$ cat src/rtl/register_bank.sv
// General-purpose register bank: two async read ports, a load port, an indexed
// inc/dec port with programmable step, an auto-incrementing PC and a wrap flag.
module register_bank #(
   parameter int unsigned     WIDTH    = 16,
   parameter int unsigned     DEPTH    = 16,
   parameter int unsigned     PC_INDEX = DEPTH - 1,
   parameter logic [WIDTH-1:0] RESET_PC = '0,
   parameter int unsigned     PC_STEP  = 1,
   parameter bit              ZERO_R0  = 1'b0,
   localparam int unsigned    AW       = $clog2(DEPTH)
) (
   input  logic             CLK,
   input  logic             RESETN,
   input  logic [WIDTH-1:0] DIN,
   input  logic [AW-1:0]    ADDR_A,
   input  logic [AW-1:0]    ADDR_B,
   input  logic             LD,
   input  logic             IDX_EN,
   input  logic             IDX_INC,
   input  logic [3:0]       IDX_STEP,
   input  logic             PC_INC,
   output logic [WIDTH-1:0] DOUT_A,
   output logic [WIDTH-1:0] DOUT_B,
   output logic [WIDTH-1:0] DOUT_PC,
   output logic             WRAP
);

   logic [WIDTH-1:0] regs      [DEPTH];
   logic [WIDTH-1:0] regs_next [DEPTH];
   logic [WIDTH:0]   idx_res;
   logic [WIDTH:0]   step_ext;
   logic             idx_live;
   logic             wrap_next;

   // Extra MSB of the index result holds the carry (add) or borrow (subtract).
   always_comb begin
      step_ext = (WIDTH+1)'(IDX_STEP);
      if (IDX_INC) idx_res = {1'b0, regs[ADDR_B]} + step_ext;
      else         idx_res = {1'b0, regs[ADDR_B]} - step_ext;
   end

   // An IDX op only counts when not overridden by LD and not aimed at a hard zero.
   always_comb begin
      idx_live  = IDX_EN && (IDX_STEP != 4'd0)
                  && !(LD && (ADDR_A == ADDR_B))
                  && !(ZERO_R0 && (ADDR_B == AW'(0)));
      wrap_next = idx_live && idx_res[WIDTH];
   end

   always_comb begin
      for (int r = 0; r < int'(DEPTH); r++) begin
         regs_next[r] = regs[r];
         if (LD && (ADDR_A == AW'(r)))
            regs_next[r] = DIN;
         else if (IDX_EN && (ADDR_B == AW'(r)))
            regs_next[r] = idx_res[WIDTH-1:0];
         else if ((r == int'(PC_INDEX)) && PC_INC)
            regs_next[r] = regs[r] + WIDTH'(PC_STEP);
      end
      if (ZERO_R0) regs_next[0] = '0;
   end

   always_ff @(posedge CLK or negedge RESETN) begin
      if (!RESETN) begin
         for (int r = 0; r < int'(DEPTH); r++)
            regs[r] <= (r == int'(PC_INDEX)) ? RESET_PC : '0;
         WRAP <= 1'b0;
      end else begin
         for (int r = 0; r < int'(DEPTH); r++)
            regs[r] <= regs_next[r];
         WRAP <= wrap_next;
      end
   end

   always_comb begin
      DOUT_A  = (ZERO_R0 && (ADDR_A == AW'(0))) ? '0 : regs[ADDR_A];
      DOUT_B  = (ZERO_R0 && (ADDR_B == AW'(0))) ? '0 : regs[ADDR_B];
      DOUT_PC = regs[PC_INDEX];
   end

endmodule

$ cat config.mk
export PLATFORM = sky130hd
export DESIGN_NAME = register_bank
export DESIGN_NICKNAME = d
export VERILOG_FILES = /design/src/rtl/register_bank.sv
export SDC_FILE = /design/constraint.sdc
export NUM_CORES = 1
export LEC_CHECK = 0
export BUFFER_PORTS_ARGS = -buffer_cell sky130_fd_sc_hd__buf_2
export CORE_AREA = 2 2 174 176
export CTS_CLUSTER_DIAMETER = 80
export DETAILED_ROUTE_END_ITERATION = 10
export DIE_AREA = 0 0 176 178
export PLACE_DENSITY_LB_ADDON = 0.05
export SYNTH_ARGS = -nofsm -noshare
export SYNTH_HDL_FRONTEND = slang
export SYNTH_SLANG_ARGS = --single-unit
$ cat constraint.sdc
create_clock -name CLK -period 9.4 [get_ports CLK]
set_input_delay 0.94 -clock CLK [delete_from_list [all_inputs] [get_ports CLK]]
set_output_delay 0.94 -clock CLK [all_outputs]
set_load 0.01 [all_outputs]
Word level (Yosys, flattened, before mapping). Index checks and enable logic that the tools add are counted.

Register bits: 257. Bits in latches: 0. Memory bits (writable): 0. ROM bits: 0. Input port bits: 34. Output and inout port bits: 49. Logic and storage cells: 151. Memories: 0.

Add/subtract/negate cells: 3. Multiply operators: 0. Div/mod/pow operators: 0. $lt $le $gt $ge: 2. Equal/unequal tests: 31. Shifts and indexed selects: 0. Multiplexer cells: 40. Bitwise logic cells: 2. Reduce and logical (&&, ||, !) cells: 56.

Operators by type and width (count): 2-to-1 mux 16 bit (37); binary-select mux 16 bit (select 4 bit) (2); equality test 4 bit (second input constant) (16); logical AND 1 bit (36); equality test 4 x 3 -> 1 bit (second input constant) (8); nonzero test 2 bit (15); adder 16 x 4 -> 17 bit (1); 2-to-1 mux 17 bit (1); subtractor 16 x 4 -> 17 bit (1); adder 16 x 1 -> 16 bit (second input constant) (1); equality test 4 x 2 -> 1 bit (second input constant) (4); >= comparator 5 bit (second input constant) (2); inverter 4 -> 5 bit (2); equality test 4 x 1 -> 1 bit (second input constant) (2); zero test 4 bit (2); equality test 4 bit (1); nonzero test 4 bit (1); nonzero test 3 bit (1); zero test 1 bit (1).

Longest topological paths before layout. Gate-level depths: netlist of run 1.

Depth after elaboration: 8. Depth in mapped cells: 15.

Least setup slack after synthesis of run 1. No wires, ideal clock.

Kind: input to register. Start: in ADDR_B[0]. End: reg regs[141] (netlist name). Data arrival time: 4.835 ns. Slack: 4.489 ns. Stages on the path: 14. Buffers on the path: 5. Cell sequence: clkbuf_1 > buf_1 > mux4_2 > mux4_2 > ha_1 > buf_2 > and2_1 > a21o_1 > a211oi_4 > and2_1 > buf_4 > buf_6 > mux2_2 > o21ai_1.

Longest elaborated chain between the ends: 8.

RTL lines: start: declaration (line 16) `input logic [AW-1:0] ADDR_B,`; inverter 4 -> 5 bit (*); binary-select mux 16 bit (select 4 bit) (*); 2-to-1 mux 16 bit (*) (2 in series); via DOUT_B[8] (line 23) `output logic [WIDTH-1:0] DOUT_B,`; subtractor 16 x 4 -> 17 bit / adder 16 x 4 -> 17 bit (equally long branches) (line 39, 38); 2-to-1 mux 17 bit (*) (line 38) `if (IDX_INC) idx_res = {1'b0, regs[ADDR_B]} + step_ext;`; 2-to-1 mux 16 bit (*) (line 55) `else if (IDX_EN && (ADDR_B == AW'(r)))`; 2-to-1 mux 16 bit (*) (line 53) `if (LD && (ADDR_A == AW'(r)))`; end signal: indexed assignment (line 66) `regs[r] <= (r == int'(PC_INDEX)) ? RESET_PC : '0;`; end signal: indexed assignment (line 70) `regs[r] <= regs_next[r];`; end: declaration (line 28) `logic [WIDTH-1:0] regs [DEPTH];`.

Mark *: on every way through the listed nets, which the timed path passes. The rest lies on a longest branch. The select of a mux whose other input is x is not followed. A chain may end at the register's enable or synchronous reset.

Worst setup path in the final report of run 1.
Start: in ADDR_B[0]. End: reg regs[109] (netlist name).

Longest elaborated chain between the ends: 8.

RTL lines (line): inverter 4 -> 5 bit (implied by the code) (38, 39); binary-select mux 16 bit (select 4 bit) (38, 39); 2-to-1 mux 16 bit (implied by the code) (2 in series) (38, 39); subtractor 16 x 4 -> 17 bit / adder 16 x 4 -> 17 bit (equally long branches) (39, 38); 2-to-1 mux 17 bit (38); 2-to-1 mux 16 bit (55); 2-to-1 mux 16 bit (53).

Several ways; a longest one is shown, not always the timed one. The select of a mux whose other input is x is not followed.

==> results.py, run 1 <==
metrics = {
    "global_route": {
        "antenna_found_initial": 0,
        "grt_first_pass_wirelength_mm": 89.7,
        "grt-ovfl-total": 0,
        "grt_usage_pct": 37.6,
        "grt_max_degree": 75,
        "grt_pass1_vias": 14744,
    },
    "outcome": {
        "outcome": "completed",
    },
    "critical_path": {
        "path_class": "in2reg",
        "worstSetupStartpointType": "input pin",
        "cp_num_buf_inv": 3,
        "worstPathArrival_ps": 6140,
        "slowest_stage": "a211oi_4",
        "crit_top_cell": "buf_4",
        "worst_r2r_path_depth": 10,
        "cp_cell_sequence": "buf_4, buf_4, mux4_2, mux4_2, ha_1, and2_1, a21o_1, a211oi_4, and2_1, buf_4, mux2_2, o21ai_0",
        "cp_top_family": "multiplexers",
        "cpPeakStageDelay_ps": 690,
        "crit_fanout": 29,
        "required_ps": 9890,
        "path_depth": 12,
        "crit_path_end_kind": "flip-flop",
    },
    "placed_design": {
        "io_buffers": 82,
        "place_hpwl_mm": 41.6,
        "gp_congestion": 0.936,
        "dp_cells": 2169,
    },
    "floorplanning": {
        "dieArea_um2": 31300,
        "ios": 83,
        "start_util_pct": 59.5,
        "core-area_um2": 29400,
        "dieHeight_um": 178,
        "die_x_um": 176,
        "row_count": 63,
    },
    "route": {
        "wl_per_cell_um": 26.0,
        "drc": 0,
        "dr.pass1.iters": 7,
        "vias": 15639,
        "ant_nets": 0,
        "wl_mm": 57.6,
        "drtIter0Drc": 2137,
        "viasPerCell": 7.04,
    },
    "timing": {
        "max_slew.worst_pin.slew_ps": 1330,
        "hold_viol_final": 0,
        "rsz0062_at_grt": "no",
        "finalMaxSlewViolations": 0,
        "post-route-min-period_ps": 5640,
        "fin_tns_setup_ps": 0,
        "setup_viol": 0,
        "max_freq_mhz": 177,
        "fin_skew_ps": 12.8,
        "finalCritPeriodShare_pct": 60.0,
        "maxSlewHeadroom_pct": 11.5,
    },
    "synthesis": {
        "synth_enable_flop_cells": 0,
        "synth-compound-area-share_pct": 17.7,
        "synthArstFlopShare_pct": 100,
        "synth_cell_types": 62,
        "yosysWarnings": 0,
        "yosysSeqAreaShare_pct": 36.8,
        "synthesis.nets": 1909,
        "synth.avg_cell_area_um2": 9.42,
        "synth_top_family_by_area": "multiplexers",
        "synth_fa_ha_area_share_pct": 1.47,
        "yosys_register_bits": 257,
        "yosys.area_share.simple_pct": 15.6,
        "synth_cells": 1855,
        "synthMuxAreaShare_pct": 21.8,
        "yosys_most_used_dff": "dfrtp_1",
        "synth-xor-area-share_pct": 1.51,
        "syn-cell-area_um2": 17500,
    },
    "clock_network": {
        "clk_pin_slew_ps": 60,
        "cts_tree": "yes",
        "cts_buffer_depth": 3,
        "postCtsResizedCells": 0,
        "htreeDepth": 1,
        "cts.hold.buffers_added": 0,
        "root_buffer": "clkbuf_16",
        "clk_latency_ps": 570,
        "post-cts-setup-buffer-count": 0,
        "cts.sinks": 257,
        "cts_buffers": 30,
    },
    "pwr": {
        "leakagePower_nw": 7.55,
        "vdd_drop_max_uv": 159,
        "total_power_mw": 5.97,
        "power_density_nw_per_um2": 317,
    },
    "layout": {
        "antenna_cells": 0,
        "nets": 1865,
        "mostFrequentLayoutCell": "nand2_1",
        "mostFrequentLayoutCells": "280 x nand2_1, 257 x dfrtp_1, 193 x nor2_1",
        "final_cell_count_no_fill": 2220,
        "area_growth_pct": 7.82,
        "drive_gt1_share_pct": 19.5,
    },
    "hold_path": {
        "hp-class": "in2async",
    },
    "flow_run": {
        "cap_violations": 0,
    },
}
[cell usage after synthesis, drive strengths merged (3+ instances only)]
cell | count | area (um2)
and3b | 3 | 26.3
o22ai | 6 | 37.5
nor3 | 53 | 265
o31ai | 3 | 32.5
a211oi | 7 | 65.1
buf | 68 | 360
nand4 | 21 | 131
mux2 | 16 | 180
a21oi | 105 | 526
o211ai | 3 | 27.5
nand2b | 8 | 50.1
a22oi | 76 | 571
ha | 19 | 238
mux4 | 160 | 3600
o21ai | 206 | 1030
mux2i | 3 | 30.0
a21o | 6 | 52.6
dfrtp | 257 | 6430
and2 | 5 | 31.3
o21a | 18 | 135
xnor2 | 10 | 87.6
a31oi | 76 | 475
xor2 | 18 | 176
nand2 | 280 | 1050
nor2b | 6 | 37.5
inv | 11 | 41.3
nor2 | 193 | 724
and3 | 3 | 18.8
nand3 | 53 | 270
nand3b | 4 | 30.0
clkbuf | 131 | 492
[sequential cells by signal (all words and copies together) (netlist names)]
signal	count
DOUT_PC	16
WRAP	1
regs	240
[area by class of cell]
class	instances	area, um2
Clock buffer	46	892
Clock inverter	5	77.6
Fill cell	2382	10600
Inverter	11	41.3
Multi-Input combinational cell	1388	10200
Sequential cell	257	6430
Tap cell	390	488
Timing Repair Buffer	123	738
[cells by family after synthesis]
logic type / after synthesis
AOI/OAI and AO/OA: 519
xor gates and xnor gates: 28
adders and majority gates: 20
buffers and inverters: 210
DFF: 257
muxes: 179
and+or+nand+nor: 642
[final timing paths]
check	startpoint	endpoint	slack [ps]
worst max-delay path	ADDR_B[0]	regs[109]	3760
worst min-delay path	RESETN	regs[46]	350
worst max register to register	DOUT_PC[8]	regs[109]	4710
worst min register to register	regs[220]	regs[220]	520
max in group asynchronous	RESETN	regs[186]	7610
min in group CLK	regs[220]	regs[220]	520
[layer usage]
metal  track usage (%)  routed length [um]  up-vias  share of wire (%)
met5                 0                   0        -                  0
met4              9.92                1370        0                2.4
met3              7.86                6730      110                 12
met2              57.1               25900      965                 45
met1              55.6               23600     7831                 41
li1                  -                   -     6733                  -
[power by group]
part           switching, mW  internal, mW
Combinational           1.57          1.17
Clock                  0.478         0.699
Sequential             0.461          1.59
Total                   2.51          3.46
[stage by stage]
stage | util, % | hold slack, ps | setup slack [ps] | cell area, um2
5_1_grt | 64.1 | 380 | 3500 | 18800
2_1_floorplan | - | 484 | 4490 | 17500
4_1_cts | 64.1 | 370 | 3820 | 18800
6_report | 64.1 | 348 | 3760 | 18800
3_5_place_dp | 60.8 | 507 | 3270 | 17900
3_3_place_gp | 60.8 | 501 | 3340 | 17900
Note: power is estimated with default switching activity, not from simulation.
==> run 2: changes to the inputs <==
- CORE_AREA: 2 2 174 176 -> 2 2 179 181
- DIE_AREA: 0 0 176 178 -> 0 0 181 183
- clock period: 9.4 -> 5.05 ns (I/O delays scaled with it)
==> run 2 against run 1 <==
Net effect: the run now ends with hold timing left; via count is 1.3% higher; final cell count is 2.3% higher; non-clock buffer count is 34 higher; cell area is 2.0% higher; clock power is 96% higher; sequential cell count stayed put; global-route usage is 0.22 points lower; core utilization is 2.6 points lower; register-to-register slack worse by 3500 ps; wire length is 5.6% higher; sequential power is 86% higher; critical path depth is 1 higher; critical path type unchanged; critical endpoint is now regs[107]; largest cell class unchanged; largest power group unchanged.
==> results.py, run 2 (synthesis results as in run 1) <==
metrics = {
    "clock_network": {
        "post-cts-setup-buffer-count": 0,
        "cts.hold.buffers_added": 0,
        "cts.sinks": 257,
        "clk_pin_slew_ps": 60,
        "cts_tree": "yes",
        "cts_buffer_depth": 3,
        "htreeDepth": 1,
        "cts_buffers": 30,
        "clk_latency_ps": 570,
        "root_buffer": "clkbuf_16",
        "postCtsResizedCells": 0,
    },
    "global_route": {
        "grt-ovfl-total": 0,
        "grt_max_degree": 104,
        "grt_pass1_vias": 14958,
        "grt_first_pass_wirelength_mm": 94.4,
        "antenna_found_initial": 0,
        "grt_usage_pct": 37.3,
    },
    "timing": {
        "hold_viol_final": 12,
        "fin_tns_setup_ps": 0,
        "whs_ps": -27.9,
        "setup_viol": 0,
        "maxSlewHeadroom_pct": 27.8,
        "max_slew.worst_pin.slew_ps": 1080,
        "post-route-min-period_ps": 4080,
        "finalCritPeriodShare_pct": 80.7,
        "max_freq_mhz": 245,
        "finalMaxSlewViolations": 0,
        "fin_skew_ps": 9.80,
        "rsz0062_at_grt": "no",
    },
    "floorplanning": {
        "start_util_pct": 56.0,
        "dieArea_um2": 33100,
        "die_x_um": 181,
        "ios": 83,
        "dieHeight_um": 183,
        "row_count": 65,
        "core-area_um2": 31200,
    },
    "layout": {
        "antenna_cells": 0,
        "drive_gt1_share_pct": 21.5,
        "nets": 1899,
        "area_growth_pct": 9.96,
        "largest_reg_flops": 240,
        "top_register": "regs",
        "final_cell_count_no_fill": 2270,
        "mostFrequentLayoutCells": "280 x nand2_1, 257 x dfrtp_1, 193 x nor2_1",
        "stdcell_area_um2": 19200,
        "mostFrequentLayoutCell": "nand2_1",
        "utilization_pct": 61.6,
    },
    "placed_design": {
        "gp_congestion": 0.992,
        "dp_cells": 2215,
        "place_hpwl_mm": 43.4,
        "placed_area_um2": 18200,
        "io_buffers": 82,
    },
    "route": {
        "drc": 0,
        "dr.pass1.iters": 5,
        "drtIter0Drc": 2109,
        "wl_per_cell_um": 26.8,
        "viasPerCell": 6.98,
        "ant_nets": 0,
        "wl_mm": 60.9,
        "vias": 15842,
    },
    "critical_path": {
        "path_class": "in2reg",
        "worst_r2r_path_depth": 11,
        "required_ps": 5500,
        "rr_startpoint": "DOUT_PC[9]",
        "rrSetupSlack_ps": 1180,
        "crit_path_end_kind": "flip-flop",
        "worstPathArrival_ps": 4520,
        "crit_fanout": 30,
        "reg2reg_to": "regs[107]",
        "worstSetupStartpointType": "input pin",
    },
    "outcome": {
        "outcome": "complete, but fails checks",
        "violations": "hold timing",
    },
    "pwr": {
        "vdd_drop_max_uv": 349,
        "leakagePower_nw": 7.76,
        "power_density_nw_per_um2": 595,
    },
    "hold_path": {
        "hp-class": "in2async",
    },
    "flow_run": {
        "cap_violations": 0,
    },
}
## run 2: changes by cell type in the layout (fill, tap and decap cells not counted)
cell,change
buf_4,+30
clkinv_2,+7
clkbuf_1,-6
buf_12,+4
clkbuf_8,-4
clkinvlp_4,+4
bufinv_16,+2
clkinv_4,+1
nor3_1,-1
nor3_2,+1
xor2_1,+1
xor2_2,-1
## run 2: worst max-delay path by stage
stage	startpoint	slack, ps	to
after global placement	ADDR_B[0]	440	regs[123]
after CTS	ADDR_B[0]	960	regs[107]
after global routing	ADDR_B[0]	710	regs[109]
after detailed placement	ADDR_B[0]	360	regs[123]
final	ADDR_B[0]	970	regs[107]
after floorplan	ADDR_B[0]	570	regs[141]
## run 2: power breakdown
part           internal [mW]  switching, mW
sequential              2.96          0.858
combinational           2.28           3.03
clock                   1.35          0.958
total                   6.59           4.85
## run 2: worst max-delay path: stages
cell,delay (ps)
buf_4,540
buf_4,290
mux4_2,540
mux4_2,530
ha_1,440
a21o_4,270
a21o_1,190
a211oi_4,240
and2_1,220
buf_12,190
xor2_4,140
buf_4,250
o21ai_0,120
## run 2: final cells by class
class	instances	area (um2)
Inverter	11	41.3
Tap cell	402	503
Timing Repair Buffer	157	1040
Fill cell	2637	12000
Sequential cell	257	6430
Clock buffer	36	815
Clock inverter	19	211
Multi-Input combinational cell	1388	10200
## run 2: metal layers
metal  vias to the layer above  routed length (um)  global-route usage (%)
met5                         -                   0                       0
met4                         0                1520                    9.43
met3                       111                7100                    10.4
met2                       948               26700                    55.3
met1                      7965               25500                    54.9
li1                       6818                   -                       -
## run 2: stage by stage
| step | total power [mW] | worst slack [ps] | hold WS [ps] |
|---|---|---|---|
| after floorplan | 7.08 | 574 | 209 |
| after global placement | 8.82 | 435 | 500 |
| after detailed placement | 8.94 | 363 | 512 |
| after CTS | 11.3 | 963 | 25.6 |
| after global routing | 12.0 | 715 | 49.4 |
| final | 11.4 | 973 | -27.9 |
